## src/rtl/voice_allocator.sv

```systemverilog
// Note scheduler for three note_player voices: accepts one note per handshake,
// loads the lowest free voice (or steals the oldest), and tracks occupancy.
module voice_allocator #(
    parameter bit STEAL_EN = 1'b1,
    parameter int CNT_W    = 8
) (
    input  logic             clk,
    input  logic             reset,
    input  logic             flush,
    input  logic             req_valid,
    output logic             req_ready,
    input  logic [5:0]       req_note,
    input  logic [5:0]       req_duration,
    input  logic [1:0]       req_stereo,
    input  logic [2:0]       voice_done,
    output logic [2:0]       voice_load,
    output logic [17:0]      voice_note,
    output logic [17:0]      voice_duration,
    output logic [5:0]       voice_stereo,
    output logic [2:0]       busy,
    output logic             steal,
    output logic [CNT_W-1:0] steal_count
);

    typedef enum logic {
        IDLE,
        LOAD
    } state_t;

    state_t     state;
    state_t     state_next;

    logic [1:0] rank      [3];
    logic [1:0] rank_base [3];
    logic [1:0] rank_next [3];
    logic [1:0] old_rank;

    logic [5:0] note_r     [3];
    logic [5:0] duration_r [3];
    logic [1:0] stereo_r   [3];

    logic [2:0] done_eff;
    logic [2:0] free_set;
    logic [2:0] target;
    logic [2:0] busy_next;
    logic       all_busy;
    logic       accept;
    logic       do_steal;

    // A done pulse on a voice that is being loaded belongs to its previous note.
    assign done_eff = voice_done & ~voice_load;
    assign free_set = ~busy | done_eff;
    assign all_busy = (free_set == 3'b000);
    assign accept   = (state == IDLE) && req_valid && req_ready;
    assign do_steal = accept && all_busy;

    // NOTE: every output of a combinational block gets a default first so no latch is inferred.
    always_comb begin
        state_next = state;
        req_ready  = 1'b0;
        case (state)
            IDLE: begin
                req_ready = !(!STEAL_EN && all_busy);
                if (req_valid && req_ready) begin
                    state_next = LOAD;
                end
            end
            LOAD:    state_next = IDLE;
            default: state_next = IDLE;
        endcase
    end

    always_comb begin
        target = 3'b000;
        if (free_set[0]) begin
            target = 3'b001;
        end else if (free_set[1]) begin
            target = 3'b010;
        end else if (free_set[2]) begin
            target = 3'b100;
        end else if (STEAL_EN) begin
            for (int i = 0; i < 3; i++) begin
                if (rank[i] == 2'd2) begin
                    target[i] = 1'b1;
                end
            end
        end
    end

    // Ranks: 0 = most recently loaded, 2 = oldest. Flush restores the reset order
    // before an accept in the same cycle re-ranks on top of it.
    always_comb begin
        old_rank = 2'd0;
        for (int i = 0; i < 3; i++) begin
            rank_base[i] = flush ? 2'(i) : rank[i];
            if (target[i]) begin
                old_rank = rank_base[i];
            end
        end
        for (int i = 0; i < 3; i++) begin
            rank_next[i] = rank_base[i];
            if (accept) begin
                if (target[i]) begin
                    rank_next[i] = 2'd0;
                end else if (rank_base[i] < old_rank) begin
                    rank_next[i] = rank_base[i] + 2'd1;
                end
            end
        end
    end

    always_comb begin
        busy_next = flush ? 3'b000 : (busy & ~done_eff);
        if (accept) begin
            busy_next = busy_next | target;
        end
    end

    // NOTE: sequential state uses non-blocking assignments only.
    always_ff @(posedge clk) begin
        if (reset) begin
            state       <= IDLE;
            busy        <= 3'b000;
            voice_load  <= 3'b000;
            steal       <= 1'b0;
            steal_count <= '0;
            for (int i = 0; i < 3; i++) begin
                rank[i] <= 2'(i);
            end
        end else begin
            state      <= state_next;
            busy       <= busy_next;
            voice_load <= accept ? target : 3'b000;
            steal      <= do_steal;
            if (do_steal && (steal_count != {CNT_W{1'b1}})) begin
                steal_count <= steal_count + CNT_W'(1);
            end
            for (int i = 0; i < 3; i++) begin
                rank[i] <= rank_next[i];
            end
        end
    end

    // NOTE: the voice registers are only three entries, so they take the reset like any other flop.
    always_ff @(posedge clk) begin
        if (reset) begin
            for (int i = 0; i < 3; i++) begin
                note_r[i]     <= 6'd0;
                duration_r[i] <= 6'd0;
                stereo_r[i]   <= 2'd0;
            end
        end else begin
            for (int i = 0; i < 3; i++) begin
                if (accept && target[i]) begin
                    note_r[i]     <= req_note;
                    duration_r[i] <= req_duration;
                    stereo_r[i]   <= req_stereo;
                end
            end
        end
    end

    assign voice_note     = {note_r[2], note_r[1], note_r[0]};
    assign voice_duration = {duration_r[2], duration_r[1], duration_r[0]};
    assign voice_stereo   = {stereo_r[2], stereo_r[1], stereo_r[0]};

endmodule

```

## config.mk

```make
export PLATFORM = sky130hd
export DESIGN_NAME = voice_allocator
export DESIGN_NICKNAME = d
export VERILOG_FILES = /design/src/rtl/voice_allocator.sv
export SDC_FILE = /design/constraint.sdc
export NUM_CORES = 1
export LEC_CHECK = 0
export CAP_MARGIN = 20
export CELL_PAD_IN_SITES_DETAIL_PLACEMENT = 2
export CELL_PAD_IN_SITES_GLOBAL_PLACEMENT = 2
export CORE_ASPECT_RATIO = 1.25
export CORE_MARGIN = 1.5
export CORE_UTILIZATION = 32
export DETAILED_ROUTE_END_ITERATION = 10
export HOLD_SLACK_MARGIN = 0.06
export PLACE_DENSITY = 0.81
export SYNTH_ARGS = -nofsm -noshare
export SYNTH_HDL_FRONTEND = slang
export SYNTH_SLANG_ARGS = --single-unit
export TNS_END_PERCENT = 100
```

## constraint.sdc

```tcl
create_clock -name clk -period 4.8 [get_ports clk]
set_input_delay 0.96 -clock clk [delete_from_list [all_inputs] [get_ports clk]]
set_output_delay 0.96 -clock clk [all_outputs]
set_load 0.05 [all_outputs]
```

# Yosys cells after proc, flatten, opt, wreduce, memory -nomap -nowiden
# Memory sizes are Yosys's and may differ from the RTL's.
# Cells that the tools add are included.
[classes] n_bitwise=21 mux=50 add_sub_neg=4 n_shift=0 mul=0 magnitude_cmp=3 eq_ne=4 div=0 n_reduce_logical=9
[ops] cell="2-bit 2-to-1 mux" n=21
[ops] cell="6-bit 2-to-1 mux" n=6
[ops] cell="1-bit 2-to-1 mux" n=17
[ops] cell="3-bit 2-to-1 mux" n=5
[ops] cell="1-bit bitwise OR" n=12
[ops] cell="3-bit inverter" n=3
[ops] cell="8-bit by 1-bit adder with 8-bit output, second input constant" n=1
[ops] cell="8-bit != test, second input constant" n=1
[ops] cell="1-bit logical AND" n=7
[ops] cell="2-bit by 1-bit adder with 2-bit output, second input constant" n=3
[ops] cell="3-bit bitwise AND" n=2
[ops] cell="2-bit equality test, second input constant" n=3
[ops] cell="2-bit < comparator" n=3
[ops] cell="3-bit bitwise OR" n=2
[ops] cell="3-bit zero test" n=1
[ops] cell="1-bit inverter" n=2
[ops] cell="1-bit case mux with 2 select lines" n=1
[ops] cell="2-bit OR reduction" n=1
[totals] n_memories=4 ff_bits=16 input_bits=21 mem_bits_rw=48 elab_cells=100 romBits=0 output_inout_bits=58 latch_bits=0
[memory_table] name="duration_r" depth=3 width=6 rd=3 rd_clocked_by_memory_dff=0 write_ports=3 line_no="39" rtl="logic [5:0] duration_r [3];"
[memory_table] name="note_r" depth=3 width=6 rd=3 rd_clocked_by_memory_dff=0 write_ports=3 line_no="38" rtl="logic [5:0] note_r [3];"
[memory_table] name="rank" depth=3 width=2 rd=3 rd_clocked_by_memory_dff=0 write_ports=3 line_no="33" rtl="logic [1:0] rank [3];"
[memory_table] name="stereo_r" depth=3 width=2 rd=3 rd_clocked_by_memory_dff=0 write_ports=3 line_no="40" rtl="logic [1:0] stereo_r [3];"

# Logic depth before layout (Yosys ltp)
[depth] depth_word=14 mapped_depth=8 mapped_depth_nobuf=7

# Worst setup path before layout
# OpenSTA, ideal clock, no wires.
[synth_timing] path_type="input -> register" from="input voice_done[1]" to="memory duration_r[1][4], in the netlist duration_r[0][10] (enable)" setup_ps=373 slack_ps=2273 path_buffers=1 arrival_time_ps=2154 path_stages=6 t_required_ps=4427 path_cell_list="nand2b_4 -> and2_0 -> clkbuf_1 -> a21o_1 -> or2_2 -> nand2b_1"
[synth_lines] element="start: declaration" line_no="15" rtl="input logic [2:0] voice_done,"
[synth_lines] element="end: declaration" line_no="39"

==> flow_metrics.env <==
export IMPL_outcome="finished, final reports clean"
export IMPL_final_cell_mix="78 x clkdlybuf4s50_1, 42 x edfxtp_1, 22 x dfxtp_1"
export IMPL_fmax_ghz=0.333
export IMPL_clockBufferDepth=2
export IMPL_antenna_cells=0
export IMPL_finalPower_mw=1.29
export IMPL_portBuffers=78
export IMPL_die_h_um=105
export IMPL_power_per_cell_area_mw_per_mm2=345
export IMPL_initial_core_util_pct=32.8
export IMPL_cts_tree="yes"
export IMPL_yosysUniqueCellTypes=50
export IMPL_period_minus_slack_ns=3.00
export IMPL_routed_wl_um=8800
export IMPL_core_rowCount=37
export IMPL_critical_path_top_delay_family="compound AO/OA/AOI/OAI gates"
export IMPL_clk_pin_slew_worst_paths_ns=0.07
export IMPL_avgViaCountPerCell=5.17
export IMPL_synthDominantCellAreaShare_pct=47.2
export IMPL_critPathBufInv=2
export IMPL_drc=0
export IMPL_crit_arrival_ns=3.18
export IMPL_fin_crit_sh_pct=62.6
export IMPL_nets=317
export IMPL_ctsHtreeMaxLevel=3
export IMPL_yosys_area_top_type="edfxtp_1"
export IMPL_wl_per_cell_um=22.2
export IMPL_core_area_sq_mm=0.00815
export IMPL_ys_seq_elements=64
export IMPL_setup_viol=0
export IMPL_r2r_start="rank[0][3]"
export IMPL_min_path_type="flop to flop"
export IMPL_clock_sinks=64
export IMPL_cp_max_fo=14
export IMPL_skew_ns=0.00812
export IMPL_grt_overflow=0
export IMPL_syn2layout_area_growth_pct=39.8
export IMPL_cts_setup_buffers=0
export IMPL_crit_cells=7
export IMPL_critPathSlowestCell="a31oi_2"
export IMPL_tightest_slew_ns=0.791
export IMPL_drtAntennaViolNets=0
export IMPL_crit_path_end_kind="flop"
export IMPL_ir_drop_v=0.000191
export IMPL_syn_num_nets=234
export IMPL_slew_headroom_pct=47.3
export IMPL_synthTopCellsByArea="edfxtp_1 47%, dfxtp_1 16%, and2_1 3.5%"
export IMPL_setup_worst_path_start="voice_done[1]"
export IMPL_path_cells="clkdlybuf4s50_1 > nand2b_4 > nand2_1 > o41ai_2 > inv_2 > a31oi_2 > and2_1"
export IMPL_ys_warn_count=0
export IMPL_path_class="input port to flop"
export IMPL_dp_hpwl_um=6660
export IMPL_dieArea_sq_mm=0.00891
export IMPL_grt_usage_pct=21.2
export IMPL_layout_commonest_cell="clkdlybuf4s50_1"
export IMPL_firstDrtPassIters=4
export IMPL_final_util_pct=45.8
export IMPL_finalSetupTns_ns=0
export IMPL_critPathLaunchType="input port"
export IMPL_synth_area_sq_mm=0.00267
export IMPL_grt_pass1_wl_um=13900
export IMPL_ff2ff_path_depth=5
export IMPL_yosys_most_used_dff="edfxtp_1"
export IMPL_p_leak_nw=1.33
export IMPL_grt_max_degree=20
export IMPL_drive_gt1_share_pct=12.3
export IMPL_cts_inserted_buffers=9
export IMPL_r2r_setup_slack_ns=2.40
export IMPL_drv_cap=0
export IMPL_place_congestion=0.865
export IMPL_hold_violations=0
export IMPL_syn_inst=212
export IMPL_die_w_um=84.7
export IMPL_seq_area_frac_synth_pct=63.7
export IMPL_syn_avg_cell_area_sq_um=12.6
export IMPL_cts_resized=0
export IMPL_vias=2051
export IMPL_hold_depth=1
export IMPL_cts_hold_buf=0
export IMPL_cp_slowest_stage_delay_ns=0.52
export IMPL_cts_root_buffer="clkbuf_8"
export IMPL_grt_pass1_vias=2355
export IMPL_io_pins=79
export IMPL_worstPathRequired_ns=4.97
export IMPL_clkLatencyLatePin_ns=0.35
export IMPL_num_fill_cells=811
export IMPL_min_from="steal_count[6]"
export IMPL_synth_edf_count=42
export IMPL_final_max_slew_violation_count=0
export IMPL_antenna_found_initial=0
export IMPL_drt_initial_drc_count=57
export IMPL_synthArstFlopShare_pct=0
export IMPL_rsz0062_at_grt="no"
[worst register-to-register path, delay by kind of cell, from the launching register on]
kind             cells  cell delay, ns
AO/OA/AOI/OAI        1            0.25
flip-flops           1            0.41
AND/OR/NAND/NOR      4            1.36
[where the power goes]
| part | internal [mW] | switching, mW |
|---|---|---|
| Combinational | 0.0687 | 0.145 |
| Clock | 0.238 | 0.208 |
| Sequential | 0.617 | 0.0118 |
| Total | 0.923 | 0.364 |
[routing by layer]
layer | share of wire, % | track usage, % | vias to the layer above | routed length (um)
met2 | 51 | 36.8 | 89 | 4530
met3 | 6.3 | 5.53 | 15 | 551
li1 | - | - | 946 | -
met1 | 40 | 24.6 | 1001 | 3490
met5 | 0 | 0 | - | 0
met4 | 2.6 | 8.99 | 0 | 227
[synth_stat cells, types with 2 or more instances]
master    instances
nor2b_1           4
a31oi_1           4
nor2_1           21
nand4_1           4
nand2_2           2
nor3_1            5
o22ai_1           5
or2_2             4
a21o_1            2
clkbuf_1          5
nor4_2            2
nand2b_4          2
a211oi_1          2
o21bai_1          2
o211a_1           2
nand3_1           5
nand2b_1          7
nand2_1           7
dfxtp_1          22
and3_1            2
edfxtp_1         42
o21ai_0           2
a21oi_1           8
xor2_1            4
inv_1             5
and2_1           15
or3_1             4
[metrics by stage]
step | instance area (sq um) | instances | hold slack (ns) | setup WS (ns)
global route | 3730 | 397 | 0.587 | 1.68
floorplan | 2670 | 212 | 0.478 | 2.27
global placement | 3550 | 381 | 0.496 | 1.53
CTS | 3730 | 397 | 0.549 | 1.77
detailed placement | 3550 | 381 | 0.516 | 1.42
finish | 3730 | 397 | 0.539 | 1.80
[sequential cells by signal, summed over array words and instances (netlist names)]
signal,cells
duration_r,18
note_r,18
steal_count,8
rank,6
stereo_r,6
busy,3
voice_load,3
state,1
steal,1
[cell families after synthesis]
group | Yosys count | synth area share (%)
and+or+nand+nor | 91 | 20.5
DFF | 64 | 63.7
AOI/OAI and AO/OA | 36 | 11.0
buffers and inverters | 13 | 1.87
xor gates and xnor gates | 5 | 1.64
muxes | 2 | 0.890
adders and majority gates | 1 | 0.468
[final cells by class]
cell class              instances  area, sq um  share of cell area (%)
clock buffers                  12          135                    3.62
repair buffers                 79          788                    21.1
well taps                      97          121                    3.25
clock inverters                 4         45.0                    1.21
inverters                       6         22.5                   0.603
flip-flops and latches         64         1700                    45.6
multi-input cells             135          920                    24.6
[worst paths after layout]
check	to
worst max-delay path	note_r[0][4]
worst min-delay path	steal_count[6]
worst max register to register	note_r[0][11]
worst min register to register	steal_count[6]
No activity file was read; power rests on OpenSTA's default activity.
